$ cat src/rtl/muller_c_pkg.sv
// Shared types and parameter limits for the Muller C-element array.
package muller_c_pkg;

  // Per-channel state; the output is high in ST_HIGH and ST_ARM_LO.
  typedef enum logic [1:0] {
    ST_LOW    = 2'd0,
    ST_ARM_HI = 2'd1,
    ST_HIGH   = 2'd2,
    ST_ARM_LO = 2'd3
  } chan_state_e;

  localparam int unsigned NUM_CH_MIN = 1;
  localparam int unsigned NUM_CH_MAX = 16;
  localparam int unsigned N_IN_MIN   = 2;
  localparam int unsigned N_IN_MAX   = 8;
  localparam int unsigned FILT_MAX   = 15;
  localparam int unsigned FILT_W     = 4;

  // C-element output value implied by a channel state.
  function automatic logic state_is_high(input chan_state_e s);
    return (s == ST_HIGH) || (s == ST_ARM_LO);
  endfunction

endpackage

$ cat src/rtl/muller_c_chan.sv
// Single C-element channel: two-flop input synchronizer, filtered
// LOW/ARM_HI/HIGH/ARM_LO state machine, edge pulses and, when
// MULLER_C_COUNT_EN is defined, a saturating transition counter.
module muller_c_chan
  import muller_c_pkg::*;
#(
  parameter int unsigned N_IN    = 3,
  parameter int unsigned FILT    = 2,
  parameter logic        RST_VAL = 1'b0,
  parameter int unsigned CNT_W   = 16
) (
  input  logic            wb_clk_i,
  input  logic            wb_rst_i,
  input  logic [N_IN-1:0] in_i,
  input  logic            en_i,
  output logic            c_o,
  output logic            rise_o,
  output logic            fall_o
`ifdef MULLER_C_COUNT_EN
  ,
  output logic [CNT_W-1:0] cnt_o
`endif
);

  if (N_IN < N_IN_MIN || N_IN > N_IN_MAX || FILT > FILT_MAX || CNT_W < 1) begin : g_param_err
    $error("muller_c_chan: parameter out of range");
  end

  localparam chan_state_e       RST_STATE = RST_VAL ? ST_HIGH : ST_LOW;
  localparam logic [FILT_W-1:0] FILT_LAST = FILT_W'((FILT == 0) ? 0 : FILT - 1);

  logic [N_IN-1:0]   sync1_q, sync2_q;
  chan_state_e       state_q, state_d;
  logic [FILT_W-1:0] filt_q, filt_d;
  logic              rise_q, rise_d;
  logic              fall_q, fall_d;
  logic              all1, all0;
  logic              c_now, c_next;

  // Two-flop synchronizer on every input bit; keeps running when disabled.
  always_ff @(posedge wb_clk_i) begin
    if (wb_rst_i) begin
      sync1_q <= {N_IN{RST_VAL}};
      sync2_q <= {N_IN{RST_VAL}};
    end else begin
      sync1_q <= in_i;
      sync2_q <= sync1_q;
    end
  end

  assign all1 = &sync2_q;
  assign all0 = ~|sync2_q;

  // Next-state and filter counter; mixed samples never move toward a switch.
  always_comb begin
    state_d = state_q;
    filt_d  = filt_q;
    if (!en_i) begin
      filt_d = '0;
    end else begin
      unique case (state_q)
        ST_LOW: begin
          filt_d = '0;
          if (all1) state_d = (FILT == 0) ? ST_HIGH : ST_ARM_HI;
        end
        ST_ARM_HI: begin
          if (!all1) begin
            state_d = ST_LOW;
            filt_d  = '0;
          end else if (filt_q == FILT_LAST) begin
            state_d = ST_HIGH;
            filt_d  = '0;
          end else begin
            filt_d = filt_q + FILT_W'(1);
          end
        end
        ST_HIGH: begin
          filt_d = '0;
          if (all0) state_d = (FILT == 0) ? ST_LOW : ST_ARM_LO;
        end
        ST_ARM_LO: begin
          if (!all0) begin
            state_d = ST_HIGH;
            filt_d  = '0;
          end else if (filt_q == FILT_LAST) begin
            state_d = ST_LOW;
            filt_d  = '0;
          end else begin
            filt_d = filt_q + FILT_W'(1);
          end
        end
        default: begin
          state_d = RST_STATE;
          filt_d  = '0;
        end
      endcase
    end
  end

  // Pulses are registered alongside the state so they line up with c_o.
  always_comb begin
    c_now  = state_is_high(state_q);
    c_next = state_is_high(state_d);
    rise_d = c_next & ~c_now;
    fall_d = c_now & ~c_next;
  end

  // State, filter and pulse registers; reset aborts any pending transition.
  always_ff @(posedge wb_clk_i) begin
    if (wb_rst_i) begin
      state_q <= RST_STATE;
      filt_q  <= '0;
      rise_q  <= 1'b0;
      fall_q  <= 1'b0;
    end else begin
      state_q <= state_d;
      filt_q  <= filt_d;
      rise_q  <= rise_d;
      fall_q  <= fall_d;
    end
  end

  assign c_o    = state_is_high(state_q);
  assign rise_o = rise_q;
  assign fall_o = fall_q;

`ifdef MULLER_C_COUNT_EN
  logic [CNT_W-1:0] cnt_q, cnt_d;

  // Saturating count of reported transitions.
  always_comb begin
    cnt_d = cnt_q;
    if ((rise_d || fall_d) && (cnt_q != '1)) cnt_d = cnt_q + CNT_W'(1);
  end

  // Transition counter register.
  always_ff @(posedge wb_clk_i) begin
    if (wb_rst_i) cnt_q <= '0;
    else          cnt_q <= cnt_d;
  end

  assign cnt_o = cnt_q;
`endif

endmodule

$ cat src/rtl/muller_c_array.sv
// Array of NUM_CH independent filtered Muller C-elements.
// Optional feature: MULLER_C_COUNT_EN adds per-channel transition
// counters and the cnt_o port.
module muller_c_array
  import muller_c_pkg::*;
#(
  parameter int unsigned NUM_CH  = 4,
  parameter int unsigned N_IN    = 3,
  parameter int unsigned FILT    = 2,
  parameter logic        RST_VAL = 1'b0,
  parameter int unsigned CNT_W   = 16
) (
  input  logic                   wb_clk_i,
  input  logic                   wb_rst_i,
  input  logic [NUM_CH*N_IN-1:0] in_i,
  input  logic [NUM_CH-1:0]      en_i,
  output logic [NUM_CH-1:0]      c_o,
  output logic [NUM_CH-1:0]      rise_o,
  output logic [NUM_CH-1:0]      fall_o,
  output logic                   all_hi_o
`ifdef MULLER_C_COUNT_EN
  ,
  output logic [NUM_CH*CNT_W-1:0] cnt_o
`endif
);

  if (NUM_CH < NUM_CH_MIN || NUM_CH > NUM_CH_MAX) begin : g_param_err
    $error("muller_c_array: NUM_CH out of range");
  end

  for (genvar c = 0; c < NUM_CH; c++) begin : g_ch
    muller_c_chan #(
      .N_IN    (N_IN),
      .FILT    (FILT),
      .RST_VAL (RST_VAL),
      .CNT_W   (CNT_W)
    ) u_chan (
      .wb_clk_i (wb_clk_i),
      .wb_rst_i (wb_rst_i),
      .in_i     (in_i[c*N_IN +: N_IN]),
      .en_i     (en_i[c]),
      .c_o      (c_o[c]),
      .rise_o   (rise_o[c]),
      .fall_o   (fall_o[c])
`ifdef MULLER_C_COUNT_EN
      ,
      .cnt_o    (cnt_o[c*CNT_W +: CNT_W])
`endif
    );
  end

  assign all_hi_o = &c_o;

endmodule

$ cat config.mk
export PLATFORM = sky130hd
export DESIGN_NAME = muller_c_array
export DESIGN_NICKNAME = d
export VERILOG_FILES = /design/src/rtl/muller_c_pkg.sv /design/src/rtl/muller_c_chan.sv /design/src/rtl/muller_c_array.sv
export SDC_FILE = /design/constraint.sdc
export NUM_CORES = 1
export LEC_CHECK = 0
export BUFFER_PORTS_ARGS = -buffer_cell sky130_fd_sc_hd__buf_2
export CORE_ASPECT_RATIO = 1.75
export CORE_MARGIN = 2
export CORE_UTILIZATION = 43
export CTS_CLUSTER_DIAMETER = 120
export CTS_CLUSTER_SIZE = 30
export DETAILED_ROUTE_END_ITERATION = 10
export GPL_TIMING_DRIVEN = 0
export PLACE_DENSITY = 0.69
export SLEW_MARGIN = 20
export SYNTH_ARGS = -nofsm -noshare
export SYNTH_HDL_FRONTEND = slang
export SYNTH_SLANG_ARGS = --single-unit
$ cat constraint.sdc
create_clock -name wb_clk_i -period 1.85 [get_ports wb_clk_i]
set_input_delay 0.185 -clock wb_clk_i [delete_from_list [all_inputs] [get_ports wb_clk_i]]
set_output_delay 0.185 -clock wb_clk_i [all_outputs]
set_load 0.02 [all_outputs]
# Word level (Yosys, flattened, before mapping)
# Index checks and enable logic that the tools add are counted.
dict set report word_totals {
  reg_bits 56
  output_inout_bits 13
}
dict set report classes {
  add_sub_neg 4
  eq_ne 24
  muxes 48
  bitwise_logic 20
  n_reduce_logical 29
}
# cell n
set ops {}
lappend ops {{2-bit 2-to-1 mux} 28}
lappend ops {{4-bit 2-to-1 mux} 12}
lappend ops {{4-bit one-hot mux with 3 select lines} 4}
lappend ops {{2-bit equality test (second input constant)} 16}
lappend ops {{2-bit one-hot mux with 4 select lines} 4}
lappend ops {{4-bit by 1-bit adder with 4-bit output (second input constant)} 4}
lappend ops {{4-bit by 1-bit equality test with 1-bit output (second input constant)} 4}
lappend ops {{2-bit OR reduction} 8}
lappend ops {{1-bit NOT} 12}
lappend ops {{3-bit AND reduction} 4}
lappend ops {{3-bit OR reduction} 4}
lappend ops {{1-bit AND} 8}
lappend ops {{2-bit by 1-bit equality test with 1-bit output (second input constant)} 4}
lappend ops {{2-bit logical NOT} 4}
lappend ops {{1-bit logical OR} 8}
lappend ops {{4-bit AND reduction} 1}

# Depth between registers and ports, before layout
# Gate-level depths: netlist (run 1).
dict set report logic_depth {
  depth_word 9
  mapped_depth 5
  ltp_nobuf 5
}

# Modules after synthesis
# Synthesis (run 1) repeated with hierarchy kept, for this count alone.
dict set report hier_totals {
  hier_cells 201
  hier_area_um2 2085.8
}
# mod instances cells_each area_each_um2 seq_area_each_um2
set by_module_without_submodules {}
lappend by_module_without_submodules {muller_c_chan 4 50 519.2 280.3}
lappend by_module_without_submodules {muller_c_array 1 1 8.8 0.0}

# Worst setup path before layout (run 1)
# Ideal clock, no wire load.
dict set report synth_timing {
  path_type {register to register}
  startpoint {reg g_ch[1].u_chan.filt_q[0]}
  endpoint {reg g_ch[1].u_chan.state_q[1]}
  setup_time_ps 75
  arrival_ps 1468
  slack_ps 308
  stages_incl_launch_ff 5
  synth_period_minus_slack_ps 1542
  cell_sequence {dfxtp_1 -> ha_1 -> or3b_2 -> or3_1 -> a31oi_1}
}
dict set report synth_between {
  elab_chain_len 5
}
# element line
set synth_lines {}
lappend synth_lines {{from (decl)} muller_c_chan.sv:34} ;# logic [FILT_W-1:0] filt_q, filt_d;
lappend synth_lines {{from (signal assigned)} muller_c_chan.sv:117} ;# filt_q <= filt_d;
lappend synth_lines {{4-bit by 1-bit equality test with 1-bit output *} {muller_c_chan.sv:70, muller_c_chan.sv:85}}
lappend synth_lines {{2-bit 2-to-1 mux (on tied branches)} {muller_c_chan.sv:85, muller_c_chan.sv:70}}
lappend synth_lines {{2-bit 2-to-1 mux (on tied branches)} {muller_c_chan.sv:82, muller_c_chan.sv:67}}
lappend synth_lines {{2-bit one-hot mux with 4 select lines *} muller_c_chan.sv:61} ;# unique case (state_q)
lappend synth_lines {{2-bit 2-to-1 mux *} muller_c_chan.sv:58} ;# if (!en_i) begin
lappend synth_lines {{to (signal assigned)} muller_c_chan.sv:116} ;# state_q <= state_d;
lappend synth_lines {{to (decl)} muller_c_chan.sv:33} ;# chan_state_e state_q, state_d;
# Mark *: on every way between the ends. The rest lies on a longest branch, timed or not.
# A chain may end at the register's enable or synchronous reset.

# Final worst setup path (run 1)
dict set report layout_timing {
  startpoint {reg g_ch[3].u_chan.filt_q[0]}
  endpoint {reg g_ch[3].u_chan.rise_q}
}
dict set report layout_between {
  elab_chain_len 8
}
# element line
set layout_lines {}
lappend layout_lines {{from (decl)} muller_c_chan.sv:34}
lappend layout_lines {{from (signal assigned)} muller_c_chan.sv:117}
lappend layout_lines {{4-bit by 1-bit equality test with 1-bit output *} {muller_c_chan.sv:70, muller_c_chan.sv:85}}
lappend layout_lines {{2-bit 2-to-1 mux (on tied branches)} {muller_c_chan.sv:85, muller_c_chan.sv:70}}
lappend layout_lines {{2-bit 2-to-1 mux (on tied branches)} {muller_c_chan.sv:82, muller_c_chan.sv:67}}
lappend layout_lines {{2-bit one-hot mux with 4 select lines *} muller_c_chan.sv:61}
lappend layout_lines {{2-bit 2-to-1 mux *} muller_c_chan.sv:58}
lappend layout_lines {{2-bit equality test} muller_c_pkg.sv:21} ;# return (s == ST_HIGH) || (s == ST_ARM_LO);
lappend layout_lines {{1-bit logical OR *} muller_c_pkg.sv:21}
lappend layout_lines {{1-bit AND *} muller_c_chan.sv:104} ;# rise_d = c_next & ~c_now;
lappend layout_lines {{to (signal assigned)} muller_c_chan.sv:118} ;# rise_q <= rise_d;
lappend layout_lines {{to (decl)} muller_c_chan.sv:35} ;# logic rise_q, rise_d;
# Marks and branches as above.

==> impl_metrics.json, run 1 <==
{
  "status": "completed",
  "nNetsFinal": 278,
  "power.share.combinational_pct": 3.3,
  "peakVddDrop_mv": 0.561,
  "vias_per_cell": 5.10,
  "dieHeight_microns": 98.2,
  "synth_cells": 216,
  "tns_ns": 0,
  "grt_first_pass_wirelength_microns": 5860,
  "path_clk_slew_ns": 0.09,
  "synth_common_cells": "56 x dfxtp_1, 24 x nor2_1, 24 x nor2b_1",
  "vias": 1561,
  "wl_per_cell_microns": 11.2,
  "first_pass_iters": 4,
  "syn-cell-area_sq_um": 2180,
  "globalRouteOverflowTotal": 0,
  "synthTopCellsByArea": "dfxtp_1 51%, nor2b_1 6.9%, ha_1 4.6%",
  "cts_sinks": 56,
  "drive_gt1_share_pct": 22.2,
  "clk_latency_ns": 0.30,
  "setup_slack_ns": 0.194,
  "grt_pass1_vias": 1422,
  "synth-seq-cells": 56,
  "nFillCells": 462,
  "dpl.hpwl_microns": 2520,
  "critPathKind": "reg2reg",
  "ys_warn_count": 0,
  "seq_area_sq_um": 1120,
  "hold_buffers": 0,
  "path_cells": "ha_1, or3b_2, or2_2, nor3b_1",
  "power.total_w": 0.00201,
  "internal_power_w": 0.00160,
  "synth_area_leader_cell": "dfxtp_1",
  "ys_seq_area_share_pct": 51.4,
  "end_kind": "flop",
  "skew_ns": 0.00490,
  "clock.fmax_mhz": 604,
  "drt_iter0_drc": 23,
  "worstMarginPinSlew_ns": 0.565,
  "finalMaxSlewViolations": 0,
  "ant_nets": 0,
  "grtUsageTotal_pct": 13.3,
  "pwr-share-seq_pct": 62.3,
  "pwr-share-clk_pct": 34.4,
  "antennaDiodeCount": 0,
  "maxCapViolCount": 0,
  "ctsHtreeMaxLevel": 2,
  "port_buffers": 29,
  "drc": 0,
  "core-area_sq_um": 4930,
  "critPathArrivalTime_ns": 1.88,
  "die-area_sq_um": 5680,
  "multi_input_area_sq_um": 912,
  "final-hold-violation-count": 0,
  "cp_slowest_cell": "or3b_2",
  "grt_max_degree": 16,
  "finalCriticalPeriod_ns": 1.66,
  "synthesis.nets": 242,
  "relSlewSlack_pct": 61.8,
  "drt-total-wl_microns": 3430,
  "post_cts_resized": 0,
  "syn_area_per_cell_sq_um": 10.1,
  "period_share_pct": 89.5,
  "async_flop_share_pct": 0,
  "cp-start-kind": "flop",
  "cts_buffers": 5,
  "synth_edf_count": 0,
  "die_w_microns": 57.9,
  "gp_congestion": 0.703,
  "cp_max_fo": 5,
  "dp_slack_ns": 0.213,
  "ys.flop_type": "dfxtp_1",
  "switching_share_pct": 20.4,
  "cts-root-buf": "clkbuf_8",
  "rows": 34,
  "setup_viol_count_final": 0,
  "start_util_pct": 44.2,
  "ios": 31,
  "cp.required_ns": 2.07,
  "syn_to_final_growth_pct": 14.2,
  "power.density_nw_per_um2": 806,
  "cts_buffer_depth": 2,
  "yosysTopAreaCellShare_pct": 51.4,
  "cts_tree": "yes",
  "antenna_found_initial": 0,
  "rsz0062_at_grt": "no",
  "max_stage_delay_ns": 0.49,
  "p_leak_nw": 1.00,
  "p_sw_w": 0.000410,
  "hold_path.class": "in2reg",
  "ys_types": 35,
  "yosysMostFrequentCell": "dfxtp_1",
  "postCtsSetupRepairBufs": 0
}
state kept, by name, summed over array words and instances (netlist names):
| signal | cells |
|---|---|
| g_ch.u_chan.fall_o | 4 |
| g_ch.u_chan.filt_q | 16 |
| g_ch.u_chan.rise_o | 4 |
| g_ch.u_chan.state_q | 8 |
| g_ch.u_chan.sync1_q | 12 |
| g_ch.u_chan.sync2_q | 12 |
layout make-up:
cell class / instances / area share, %
inverter: 6 / 0.904
multi-input combinational: 133 / 36.6
clock buffer: 7 / 3.87
sequential: 56 / 45.0
buffer: 21 / 5.07
tap: 54 / 2.71
timing repair buffer: 29 / 5.83
kinds of logic after synthesis:
kind of cell	count (synthesis)	synth area share (%)
flops	56	51.4
compound gates	22	8.49
xor+xnor	8	3.21
simple gates	95	25.5
buf+inv	27	6.82
fa+ha+maj	8	4.59
layer usage:
metal / part of all wire [%] / track usage (%) / up-vias
met1: 42 / 13.4 / 713
met5: 0 / 0 / -
met3: 4.0 / 2.78 / 10
met2: 51 / 23.7 / 35
met4: 3.2 / 8.59 / 0
li1: - / - / 803
power groups by stage:
stage | Combinational (W) | Sequential (W) | Clock, W
floorplan | 0.0000382 | 0.00127 | 0
global placement | 0.0000671 | 0.00128 | 0
detailed placement | 0.0000679 | 0.00128 | 0
CTS | 0.0000680 | 0.00125 | 0.000718
global route | 0.0000759 | 0.00126 | 0.000768
finish | 0.0000667 | 0.00125 | 0.000692
critical path, delay by kind of cell (launching register included):
family | cells | cell delay, ns
and+or+nand+nor | 3 | 1.02
DFF | 1 | 0.40
adders and majority gates | 1 | 0.16
placed cells by master (no fill, tap or decap):
cell type | synthesis | layout
a2111o_1 | 2 | 2
a2111oi_0 | 4 | 4
a22o_1 | 2 | 2
a31oi_1 | 2 | 2
a41oi_1 | 2 | 2
and2_1 | 2 | 2
and3b_1 | 2 | 2
and4_1 | 1 | 1
and4b_1 | 2 | 2
buf_2 | 2 | 31
buf_4 | 12 | 12
clkbuf_1 | 7 | 7
clkbuf_8 | 0 | 7
dfxtp_1 | 56 | 56
ha_1 | 8 | 8
inv_1 | 6 | 6
nand2_1 | 6 | 6
nand3_1 | 8 | 8
nand4b_1 | 2 | 2
nor2_1 | 24 | 24
nor2b_1 | 24 | 24
nor3_1 | 4 | 4
nor3b_1 | 6 | 6
nor4b_1 | 4 | 4
o211ai_1 | 2 | 2
o21ai_0 | 2 | 2
o311a_2 | 2 | 2
o31ai_1 | 2 | 2
o32ai_1 | 2 | 2
or2_2 | 2 | 2
or2b_1 | 2 | 2
or3_1 | 2 | 2
or3b_2 | 2 | 2
or4b_1 | 2 | 2
xnor2_1 | 4 | 4
xor2_1 | 4 | 4
final timing paths:
kind	start	end	slack [ns]	cells after the start
worst max-delay path	g_ch[3].u_chan.filt_q[0]	g_ch[3].u_chan.rise_o	0.19	4
worst min-delay path	in_i[7]	g_ch[2].u_chan.sync1_q[1]	0.08	2
worst max register to register	g_ch[3].u_chan.filt_q[0]	g_ch[3].u_chan.rise_o	0.19	4
worst min register to register	g_ch[3].u_chan.sync1_q[1]	g_ch[3].u_chan.sync2_q[1]	0.44	1
through the flow:
step,utilization (%),cell area [sq um],hold slack [ns],instances
floorplan,-,2180,0.295,216
global placement,48.5,2390,0.392,299
detailed placement,48.5,2390,0.399,299
CTS,50.5,2490,0.0734,306
global route,50.5,2490,0.0710,306
finish,50.5,2490,0.0818,306
No activity file was read; power rests on OpenSTA's default activity.
==> run 2, diff against run 1 <==
--- a/config.mk
+++ b/config.mk
@@ -6,6 +6,8 @@
 export NUM_CORES = 1
 export LEC_CHECK = 0
 export BUFFER_PORTS_ARGS = -buffer_cell sky130_fd_sc_hd__buf_2
+export CELL_PAD_IN_SITES_DETAIL_PLACEMENT = 1
+export CELL_PAD_IN_SITES_GLOBAL_PLACEMENT = 1
 export CORE_ASPECT_RATIO = 1.75
 export CORE_MARGIN = 2
 export CORE_UTILIZATION = 43
@@ -13,7 +15,7 @@
 export CTS_CLUSTER_SIZE = 30
 export DETAILED_ROUTE_END_ITERATION = 10
 export GPL_TIMING_DRIVEN = 0
-export PLACE_DENSITY = 0.69
+export PLACE_DENSITY = 0.83
 export SLEW_MARGIN = 20
 export SYNTH_ARGS = -nofsm -noshare
 export SYNTH_HDL_FRONTEND = slang
==> impl_metrics.json, run 2 (synthesis gave the netlist of run 1 again) <==
{
  "hold_slack_ns": 0.0801,
  "cts_buffer_depth": 2,
  "dieHeight_microns": 98.2,
  "antennaDiodeCount": 0,
  "core-area_sq_um": 4930,
  "hp-start": "in_i[1]",
  "period_share_pct": 90.5,
  "ff2ff_path_depth": 3,
  "nFillCells": 576,
  "layout_commonest_cell": "dfxtp_1",
  "top_regs": "g_ch.u_chan.filt_q: 16 flops, g_ch.u_chan.sync1_q: 12 flops, g_ch.u_chan.sync2_q: 12 flops",
  "drive_gt1_share_pct": 22.5,
  "nNetsFinal": 278,
  "maxCapViolCount": 0,
  "cp_max_fo": 7,
  "min_to": "g_ch[0].u_chan.sync1_q[1]",
  "cts-root-buf": "clkbuf_8",
  "grtUsageTotal_pct": 14.9,
  "p_leak_nw": 0.997,
  "relSlewSlack_pct": 58.9,
  "gp_congestion": 0.730,
  "post_cts_resized": 0,
  "ios": 31,
  "cp.required_ns": 2.09,
  "power.density_nw_per_um2": 806,
  "ant_nets": 0,
  "dp_cells": 299,
  "syn_to_final_growth_pct": 14.2,
  "postCtsSetupRepairBufs": 0,
  "globalRouteOverflowTotal": 0,
  "finalMaxSlewViolations": 0,
  "hold_path.class": "in2reg",
  "cts_tree": "yes",
  "finalCriticalPeriod_ns": 1.67,
  "peakVddDrop_mv": 0.764,
  "clock.fmax_mhz": 597,
  "ff2ff_setup_slack_ns": 0.18,
  "grt_pass1_vias": 1581,
  "antenna_found_initial": 0,
  "critPathArrivalTime_ns": 1.91,
  "ctsHtreeMaxLevel": 2,
  "critPathKind": "reg2reg",
  "final-hold-violation-count": 0,
  "port_buffers": 29,
  "start_util_pct": 44.2,
  "first_pass_iters": 4,
  "largest_reg_flops": 16,
  "path_clk_slew_ns": 0.09,
  "rsz0062_at_grt": "no",
  "r2r_end": "g_ch[0].u_chan.filt_q[2]",
  "drc": 0,
  "whs_path_depth": 2,
  "drt_iter0_drc": 23,
  "status": "completed",
  "wl_per_cell_microns": 12.8,
  "hold_buffers": 0,
  "clk_latency_ns": 0.31,
  "tns_ns": 0,
  "final_cell_mix": "56 x dfxtp_1, 31 x buf_2, 24 x nor2b_1, 24 x nor2_1, 12 x buf_4",
  "die-area_sq_um": 5680,
  "vias_per_cell": 5.18,
  "worstMarginPinSlew_ns": 0.614,
  "reg2reg_from": "g_ch[0].u_chan.state_q[1]",
  "vias": 1591,
  "regMostFlops": "g_ch.u_chan.filt_q",
  "cts_sinks": 56,
  "rows": 34,
  "cts_buffers": 5,
  "fin_cells": 307,
  "dpl.hpwl_microns": 3070,
  "drt-total-wl_microns": 3920,
  "grt_max_degree": 18,
  "skew_ns": 0.00790,
  "setup_viol_count_final": 0,
  "die_w_microns": 57.9,
  "cp-start-kind": "flop",
  "end_kind": "flop",
  "grt_first_pass_wirelength_microns": 6560
}
run 2: layout make-up:
class | instances | area [sq um] | share of cell area [%]
Buffer | 21 | 126 | 5.07
Clock buffer | 6 | 82.6 | 3.31
Clock inverter | 2 | 15.0 | 0.602
Inverter | 6 | 22.5 | 0.904
Multi-Input combinational cell | 133 | 912 | 36.6
Sequential cell | 56 | 1120 | 45.0
Tap cell | 54 | 67.6 | 2.71
Timing Repair Buffer | 29 | 145 | 5.82
run 2: metal layers:
layer | wire, microns | up-vias | track usage, %
li1 | - | 803 | -
met1 | 1410 | 748 | 13.1
met2 | 2240 | 30 | 29.0
met3 | 143 | 10 | 3.18
met4 | 127 | 0 | 8.23
met5 | 0 | - | 0
run 2: how the worst max path moves through the flow:
stage,startpoint,endpoint,slack [ns],depth (start not counted)
5_1_grt,g_ch[0].u_chan.filt_q[0],g_ch[0].u_chan.state_q[1],0.03,4
2_1_floorplan,g_ch[1].u_chan.filt_q[0],g_ch[1].u_chan.state_q[1],0.31,4
3_5_place_dp,g_ch[0].u_chan.state_q[1],g_ch[0].u_chan.filt_q[2],0.18,3
4_1_cts,g_ch[0].u_chan.state_q[1],g_ch[0].u_chan.filt_q[2],0.15,3
6_report,g_ch[0].u_chan.state_q[1],g_ch[0].u_chan.filt_q[2],0.18,3
3_3_place_gp,g_ch[1].u_chan.filt_q[0],g_ch[1].u_chan.state_q[1],0.23,4
run 2: report_power, final:
part,internal [W],leakage [nW],switching [W],total (W)
Sequential,0.00123,0.457,0.0000179,0.00125
Combinational,0.0000325,0.497,0.0000348,0.0000674
Clock,0.000304,0.0434,0.000388,0.000691
run 2: through the flow:
step                      area, sq um  setup slack (ns)  total power, W  util, %
final                            2490             0.175         0.00201     50.5
after floorplan                  2180             0.308         0.00131        -
after global routing             2490            0.0252         0.00209     50.5
after CTS                        2490             0.151         0.00203     50.5
after detailed placement         2390             0.176         0.00135     48.5
after global placement           2390             0.228         0.00134     48.5
run 2: critical path: stages, from the launching register on:
cell	delay, ns
dfxtp_1	0.45
or4b_1	0.48
a2111o_1	0.50
nor2_1	0.18
